**src/rtl/riscv_dcache.sv**
```systemverilog
// Direct-mapped, write-back, write-allocate data cache with 4-word lines.
// Misses write back a dirty victim, then refill the line over a word-wide req/ack bus.
module riscv_dcache #(
   parameter int NUM_LINES = 16
) (
   input  logic        clk,
   input  logic        reset,
   input  logic        dcache_read_req,
   input  logic        dcache_write_req,
   input  logic [11:0] dcache_addr,
   input  logic [31:0] dcache_write_data,
   input  logic [1:0]  mem_size,
   input  logic        mem_unsigned,
   output logic [31:0] dcache_read_data,
   output logic        dcache_hit,
   output logic        dcache_stall,
   output logic        mem_req,
   output logic        mem_we,
   output logic [11:0] mem_addr,
   output logic [31:0] mem_wdata,
   input  logic [31:0] mem_rdata,
   input  logic        mem_ack
);

   localparam int IDX_W = $clog2(NUM_LINES);
   localparam int TAG_W = 8 - IDX_W;

   typedef enum logic [1:0] {S_IDLE, S_WB, S_FILL} state_e;

   state_e                 state_q, state_d;
   logic [1:0]             beat_q, beat_d;
   logic [TAG_W-1:0]       lat_tag_q, lat_tag_d;
   logic [IDX_W-1:0]       lat_idx_q, lat_idx_d;
   logic [NUM_LINES-1:0]   valid_q, valid_d, dirty_q, dirty_d;

   logic [TAG_W-1:0]       tag_mem  [NUM_LINES];
   logic [31:0]            data_mem [NUM_LINES][4];

   logic [TAG_W-1:0]       addr_tag;
   logic [IDX_W-1:0]       addr_idx;
   logic [1:0]             addr_word;
   logic                   req, lookup_hit, hit;
   logic [31:0]            hit_word, merged_word;
   logic [7:0]             load_byte;
   logic [15:0]            load_half;

   logic                   data_we, tag_we;
   logic [IDX_W-1:0]       data_widx;
   logic [1:0]             data_wword;
   logic [31:0]            data_wval;

   assign addr_tag   = dcache_addr[11:4+IDX_W];
   assign addr_idx   = dcache_addr[3+IDX_W:4];
   assign addr_word  = dcache_addr[3:2];
   assign req        = dcache_read_req | dcache_write_req;
   assign lookup_hit = req & valid_q[addr_idx] & (tag_mem[addr_idx] == addr_tag);
   assign hit        = lookup_hit & (state_q == S_IDLE);
   assign hit_word   = data_mem[addr_idx][addr_word];

   assign dcache_hit   = hit;
   assign dcache_stall = (req & ~hit) | (state_q != S_IDLE);

   // A simultaneous read and write request is a store, so no load data is returned.
   always_comb begin
      dcache_read_data = 32'h0;
      load_byte        = hit_word[{dcache_addr[1:0], 3'b000} +: 8];
      load_half        = dcache_addr[1] ? hit_word[31:16] : hit_word[15:0];
      if (hit && !dcache_write_req) begin
         case (mem_size)
            2'b00:   dcache_read_data = {{24{~mem_unsigned & load_byte[7]}}, load_byte};
            2'b01:   dcache_read_data = {{16{~mem_unsigned & load_half[15]}}, load_half};
            default: dcache_read_data = hit_word;
         endcase
      end
   end

   always_comb begin
      merged_word = hit_word;
      case (mem_size)
         2'b00:   merged_word[{dcache_addr[1:0], 3'b000} +: 8] = dcache_write_data[7:0];
         2'b01:   merged_word[{dcache_addr[1], 4'b0000} +: 16] = dcache_write_data[15:0];
         default: merged_word = dcache_write_data;
      endcase
   end

   always_comb begin
      state_d     = state_q;
      beat_d      = beat_q;
      lat_tag_d   = lat_tag_q;
      lat_idx_d   = lat_idx_q;
      valid_d     = valid_q;
      dirty_d     = dirty_q;
      mem_req     = 1'b0;
      mem_we      = 1'b0;
      mem_addr    = 12'h0;
      mem_wdata   = 32'h0;
      data_we     = 1'b0;
      tag_we      = 1'b0;
      data_widx   = addr_idx;
      data_wword  = addr_word;
      data_wval   = merged_word;
      case (state_q)
         S_IDLE: begin
            beat_d = 2'd0;
            if (req && !lookup_hit) begin
               lat_tag_d = addr_tag;
               lat_idx_d = addr_idx;
               state_d   = (valid_q[addr_idx] && dirty_q[addr_idx]) ? S_WB : S_FILL;
            end else if (hit && dcache_write_req) begin
               data_we           = 1'b1;
               dirty_d[addr_idx] = 1'b1;
            end
         end
         S_WB: begin
            mem_req   = 1'b1;
            mem_we    = 1'b1;
            mem_addr  = {tag_mem[lat_idx_q], lat_idx_q, beat_q, 2'b00};
            mem_wdata = data_mem[lat_idx_q][beat_q];
            if (mem_ack) begin
               beat_d = beat_q + 2'd1;
               if (beat_q == 2'd3) state_d = S_FILL;
            end
         end
         S_FILL: begin
            mem_req  = 1'b1;
            mem_addr = {lat_tag_q, lat_idx_q, beat_q, 2'b00};
            if (mem_ack) begin
               data_we    = 1'b1;
               data_widx  = lat_idx_q;
               data_wword = beat_q;
               data_wval  = mem_rdata;
               beat_d     = beat_q + 2'd1;
               if (beat_q == 2'd3) begin
                  valid_d[lat_idx_q] = 1'b1;
                  dirty_d[lat_idx_q] = 1'b0;
                  tag_we             = 1'b1;
                  state_d            = S_IDLE;
               end
            end
         end
         default: state_d = S_IDLE;
      endcase
   end

   always_ff @(posedge clk) begin
      if (reset) begin
         state_q   <= S_IDLE;
         beat_q    <= 2'd0;
         lat_tag_q <= '0;
         lat_idx_q <= '0;
         valid_q   <= '0;
         dirty_q   <= '0;
      end else begin
         state_q   <= state_d;
         beat_q    <= beat_d;
         lat_tag_q <= lat_tag_d;
         lat_idx_q <= lat_idx_d;
         valid_q   <= valid_d;
         dirty_q   <= dirty_d;
      end
   end

   // Tag and data storage carry no reset; valid bits gate every use of them.
   always_ff @(posedge clk) begin
      if (data_we) data_mem[data_widx][data_wword] <= data_wval;
      if (tag_we)  tag_mem[lat_idx_q] <= lat_tag_q;
   end

endmodule
```
**config.mk**
```make
export PLATFORM = sky130hd
export DESIGN_NAME = riscv_dcache
export DESIGN_NICKNAME = d
export VERILOG_FILES = /design/src/rtl/riscv_dcache.sv
export SDC_FILE = /design/constraint.sdc
export NUM_CORES = 2
export LEC_CHECK = 0
export CORE_AREA = 2 2 432 434
export DETAILED_ROUTE_END_ITERATION = 7
export DIE_AREA = 0 0 434 436
export PLACE_DENSITY = 0.71
export SYNTH_ARGS = -nofsm -noshare
export SYNTH_HDL_FRONTEND = slang
export SYNTH_SLANG_ARGS = --single-unit
export TNS_END_PERCENT = 50
```
**constraint.sdc**
```tcl
create_clock -name clk -period 11.85 [get_ports clk]
set_clock_uncertainty 0.15 [all_clocks]
set_input_delay 1.185 -clock clk [delete_from_list [all_inputs] [get_ports clk]]
set_output_delay 1.185 -clock clk [all_outputs]
set_load 0.005 [all_outputs]
```
==> Word-level counts from Yosys, hierarchy flattened <==
Memory sizes are Yosys's and may differ from the RTL's. A register that Yosys moved wholly into a read port is not among the register bits.
Cells that the tools add are included.
{ "word_totals": {"ff_bits": 44, "mem_bits_rw": 2112, "input_bits": 84, "n_memories": 2} }
{ "classes": {"add_sub_neg": 3, "n_lt_le_gt_ge": 8, "n_eq_ne": 13, "shifts": 5, "muxes": 61, "bitwise": 17, "n_reduce_logical": 20} }
{ "mem_list": {"columns": ["name", "depth", "word_bits", "read_ports", "rd_clocked_by_memory_dff", "write_ports", "line", "rtl"], "rows": [
  ["data_mem", 16, 128, 2, 1, 1, "37", "logic [31:0] data_mem [NUM_LINES][4];"],
  ["tag_mem", 16, 4, 2, 1, 1, "36", "logic [TAG_W-1:0] tag_mem [NUM_LINES];"]
]} }
{ "op_table": {"columns": ["cell", "count"], "rows": [
  ["32-bit two-way mux", 9],
  ["32-bit binary-select mux with 2-bit select", 2],
  ["128-bit two-way mux", 1],
  ["32-bit one-hot mux with 2 select lines", 2],
  ["16-bit two-way mux", 5],
  ["32-bit bitwise mux", 2],
  ["32-bit demux with 2-bit select", 1],
  ["16-bit bitwise OR", 2],
  ["16-bit one-hot mux with 2 select lines", 1],
  ["16-bit by 7-bit variable shift with 32-bit output (first input constant)", 1],
  ["8-bit by 7-bit variable shift with 32-bit output (first input constant)", 1],
  ["16-bit by 7-bit indexed part select with 32-bit output", 1],
  ["32-bit by 6-bit indexed part select with 8-bit output", 1],
  ["8-bit by 7-bit indexed part select with 32-bit output", 1],
  ["4-bit two-way mux", 6],
  ["12-bit one-hot mux with 2 select lines", 1],
  ["2-bit two-way mux", 9],
  ["16-bit bitwise AND", 1],
  ["16-bit NOT", 1],
  ["1-bit two-way mux", 15],
  ["5-bit negator with 7-bit output", 2],
  ["4-bit by 5-bit less-than comparator with 1-bit output (second input constant)", 2],
  ["2-bit inequality test (second input constant)", 5],
  ["5-bit AND reduction", 2],
  ["other kinds (24)", 53]
]} }

==> Longest topological paths before layout <==
{ "logic_depth": {"ltp_word": 11, "mapped_depth": 16, "mapped_depth_nobuf": 8} }

==> Worst setup path before layout <==
OpenSTA, ideal clock, no wires.
{ "synth_timing": {"path_type": "input to register", "from": "in dcache_addr[6]", "to": "mem data_mem[0][100] in the netlist's numbering (data pin)", "setup_ps": 702, "arrival_ps": 6078, "t_required_ps": 10998, "slack_ps": 4920, "cell_stages": 11, "n_path_buf": 7, "cell_sequence": "buf_2 -> buf_2 -> buf_1 -> clkbuf_1 -> clkbuf_1 -> clkbuf_1 -> clkbuf_1 -> o211ai_1 -> a22oi_1 -> a32oi_1 -> o21ai_0"} }
{ "synth_via": {"elab_chain_len": 8, "elab_cells_between_ends": 9, "cone_classes": "mux (8); memory (1)"} }
{ "synth_rtl": {"columns": ["item", "line", "rtl"], "rows": [
  ["from (decl)", "10", "input logic [11:0] dcache_addr,"],
  ["memory 16 x 128 bit (*)", null, null],
  ["32-bit binary-select mux with 2-bit select (*)", "58", "assign hit_word = data_mem[addr_idx][addr_word];"],
  ["32-bit two-way mux (not written as such) (*) (2 in series)", "58", null],
  ["32-bit bitwise mux (on tied branches)", "81, 80", null],
  ["32-bit one-hot mux with 2 select lines (*)", "79", "case (mem_size)"],
  ["32-bit two-way mux", "127", "if (mem_ack) begin"],
  ["32-bit two-way mux (*)", "102", "case (state_q)"],
  ["via data_wval[4]", "50", "logic [31:0] data_wval;"],
  ["to (decl)", "37", null]
]} }
The timed path passes the listed nets; every way through them passes the cells marked *. The select of a mux whose other input is x is not followed.

==> Worst setup path after layout <==
{ "layout_timing": {"from": "in dcache_addr[6]", "to": "out dcache_read_data[6]"} }
{ "layout_via": {"elab_chain_len": 7, "elab_cells_between_ends": 16, "cone_classes": "eq/ne (1); shift (1); mux (8); bitwise (3); reduce/logical (1); memory (2)"} }
{ "layout_rtl": {"columns": ["item", "line", "rtl"], "rows": [
  ["memory 16 x 128 bit or 1-bit binary-select mux with 4-bit select (tied branches)", null, null],
  ["32-bit binary-select mux with 2-bit select or 1-bit two-way mux (tied branches)", "58, 56", null],
  ["32-bit two-way mux (not written as such) or 1-bit bitwise AND (tied branches) (2 in series)", "58, 56", null],
  ["32-bit by 6-bit indexed part select with 8-bit output, or another cell as far along", "66", "load_byte = hit_word[{dcache_addr[1:0], 3'b000} +: 8];"],
  ["32-bit one-hot mux with 2 select lines or 1-bit logical AND (tied branches)", "69, 68", null],
  ["32-bit two-way mux (*)", "68", "if (hit && !dcache_write_req) begin"],
  ["to (decl)", "14", "output logic [31:0] dcache_read_data,"]
]} }
Mark *: on every way between the ends. The rest lies on a longest branch, timed or not. The select of a mux whose other input is x is not followed.

==> out/metrics.yaml <==
placed_design:
  port-buffer-count: 161
  routabilityCongestion: 0.928
  dpl.hpwl_mm: 197
  place_area_mm2: 0.106
cts:
  clock_latency_ns: 0.88
  postCtsSetupRepairBufs: 0
  h-tree-depth: 4
  ctsResizeCount: 0
  numClockSinks: 2160
  cts_buffer_depth: 3
  cts.reportedPaths.clkPinSlew_ns: 0.06
  cts_tree: "yes"
  hold_buffers: 0
  root_buffer: "clkbuf_16"
  cts_buffers: 216
sta:
  hold_viol: 0
  hold_slack_ns: 0.313
  finalCritPeriodShare: 0.672
  relSlewSlack: 0.0342
  fmax_mhz: 126
  tightestPinTransition_ns: 1.43
  min_period_ns: 7.96
  setup_viol: 0
  slew_viol_final: 0
  fin_setup_tns_ns: 0
  rsz0062_at_grt: "no"
finish:
  fill_cells: 12900
  area_growth_pct: 12.1
  layout-drive-gt1-share: 0.316
  final_area_mm2: 0.113
  postLayoutCoreUtil: 0.615
  final_nets: 5407
worst_setup_path:
  r2r_setup_slack_ns: 6.23
  startpoint: "dcache_addr[6]"
  cp.required_ns: 10.52
  crit_type: "in2out"
  rr_endpoint: "data_mem[14][107]"
  end_kind: "output port"
  critPathArrivalTime_ns: 6.63
  r2r-start: "tag_mem[15][0]"
  worstRegToRegCells: 9
  start_kind: "input pin"
  crit_fanout: 51
floorplan:
  dieArea_mm2: 0.189
  core_mm2: 0.185
  die_x_um: 434
  io_pins: 164
  die_h_um: 436
  initial_core_util: 0.548
  rows: 158
global_routing:
  grt_max_degree: 136
  grt_pass1_wl_mm: 488
  grt_pass1_vias: 60400
  gr-total-overflow: 0
  grt_use_total: 0.378
  antenna_found_initial: 12
synth:
  synth_top_area_share: 0.627
  yosys-top-cells-area: "edfxtp_1 (63%), mux4_2 (24%), mux2i_1 (3.3%)"
  synth-async-reset-ratio: 0
  netlist_area_mm2: 0.101
  synth_cell_type_count: 81
  seq_area_frac_synth: 0.636
  synth_edf_count: 2112
  avgSynthCellArea_um2: 19.6
  synth_flop_cell: "edfxtp_1"
  synth.ff_latch_count: 2160
  synthTopCellsByCount: "edfxtp_1 (2112), mux4_2 (1098), mux2i_1 (336)"
  synth_top_area_cell: "edfxtp_1"
  synth.most_common_cell: "edfxtp_1"
  ys_warn_count: 0
  synthCells: 5174
pwr:
  clkPwrFrac: 0.362
  p_comb_frac: 0.166
  p_sw_mw: 5.15
  pwr-share-seq: 0.472
  swShare: 0.268
  p_per_area_mw_per_mm2: 169
  leakagePower_nw: 34.9
  intPower_mw: 14.1
  ir_worst_vdd_uv: 128
route:
  vias_per_cell: 7.77
  ant_nets: 0
  drt_iter0_drc: 11900
  dr.pass1.iters: 7
  drc: 0
  routedWlPerCell_um: 44.5
  via_count: 62100
  routed_wirelength_mm: 356
min_path:
  hold_class: "reg2reg"
  whs_path_depth: 2
  worst_hold_path.endpoint: "valid_q[10]"
  hp-start: "valid_q[10]"
run_status:
  status: "finished, final reports clean"
run:
  maxCapViolations: 0
worst max-delay path by stage:
stage / slack (ns) / cells past startpoint / to
global route: 3.92 / 11 / dcache_read_data[22]
finish: 3.89 / 12 / dcache_read_data[6]
floorplan: 4.92 / 11 / data_mem[0][100]
CTS: 4.24 / 11 / dcache_read_data[27]
global placement: 4.00 / 11 / data_mem[15][102]
detailed placement: 4.00 / 11 / data_mem[15][102]
cell families (layout without fill, tap and decap cells):
kind of cell,Yosys count,after routing,synth area share
DFF,2160,2160,0.636
muxes,1450,1450,0.279
AOI/OAI and AO/OA,611,611,0.0416
and+or+nand+nor,501,501,0.0220
buffers and inverters,436,762,0.0192
adders and majority gates,9,9,0.00111
xor gates and xnor gates,6,6,0.000519
other,1,15,0.0000371
flip-flops by register name, summed over array words and instances (netlist names), named ones only:
register   cells
lat_idx_q      4
tag_mem       64
data_mem    2048
valid_q       16
beat_q         2
lat_tag_q      4
state_q        2
dirty_q       16
worst max-delay path, stage by stage:
cell and delay [ns]:
buf_6 0.56, buf_4 0.98, or3b_2 0.71, buf_4 0.57, o221ai_1 0.19, a21oi_1 0.21, a221oi_1 0.11, nor2_1 1.01
nor2_1 0.11, a221oi_1 0.26, a21oi_1 0.11, clkdlybuf4s50_1 0.50
placed cells by master, fill, tap and decap left out, drive strengths merged, types with 35 or more instances in the layout:
cell,netlist,routed
edfxtp,2112,2112
mux4,1098,1098
mux2i,336,336
clkbuf,207,263
nor2,241,241
buf,209,183
clkdlybuf4s50,0,154
o21ai,150,150
nand2,115,115
clkinv,1,104
a21oi,79,79
o221ai,67,67
o22ai,67,67
a221oi,50,50
dfxtp,48,48
and2,43,43
a211oi,38,38
a22oi,35,35
power groups by stage:
stage | combinational (mW) | sequential [mW] | clock (mW)
after floorplan | 1.98 | 9.19 | 0
final | 3.19 | 9.07 | 6.96
after CTS | 3.11 | 9.07 | 6.97
after global routing | 3.27 | 9.07 | 7.25
after global placement | 3.07 | 9.22 | 0
after detailed placement | 3.11 | 9.23 | 0
layer usage:
layer	vias to the layer above	wire (µm)	global-route usage
met5	-	59	0
met4	12	26700	0.232
met3	1116	52800	0.112
met2	5803	159000	0.549
met1	32400	117000	0.509
li1	22700	-	-
metrics by stage:
stage / total power, mW / std cells / setup slack (ns)
3_3_place_gp: 12.3 / 7576 / 4.00
4_1_cts: 19.1 / 7981 / 4.24
3_5_place_dp: 12.3 / 7576 / 4.00
5_1_grt: 19.6 / 7982 / 3.92
6_report: 19.2 / 7994 / 3.89
2_1_floorplan: 11.2 / 5175 / 4.92
cell type report:
| type | count | area (µm²) | share of cell area |
|---|---|---|---|
| Sequential cell | 2160 | 64400 | 0.567 |
| Multi-Input combinational cell | 2579 | 35700 | 0.315 |
| Clock buffer | 263 | 5650 | 0.0497 |
| Tap cell | 2480 | 3100 | 0.0273 |
| Timing Repair Buffer | 337 | 3070 | 0.0270 |
| Clock inverter | 142 | 1440 | 0.0127 |
| Inverter | 20 | 82.6 | 0.000728 |
| Antenna cell | 13 | 32.5 | 0.000287 |
No activity file was read; power rests on OpenSTA's default activity.
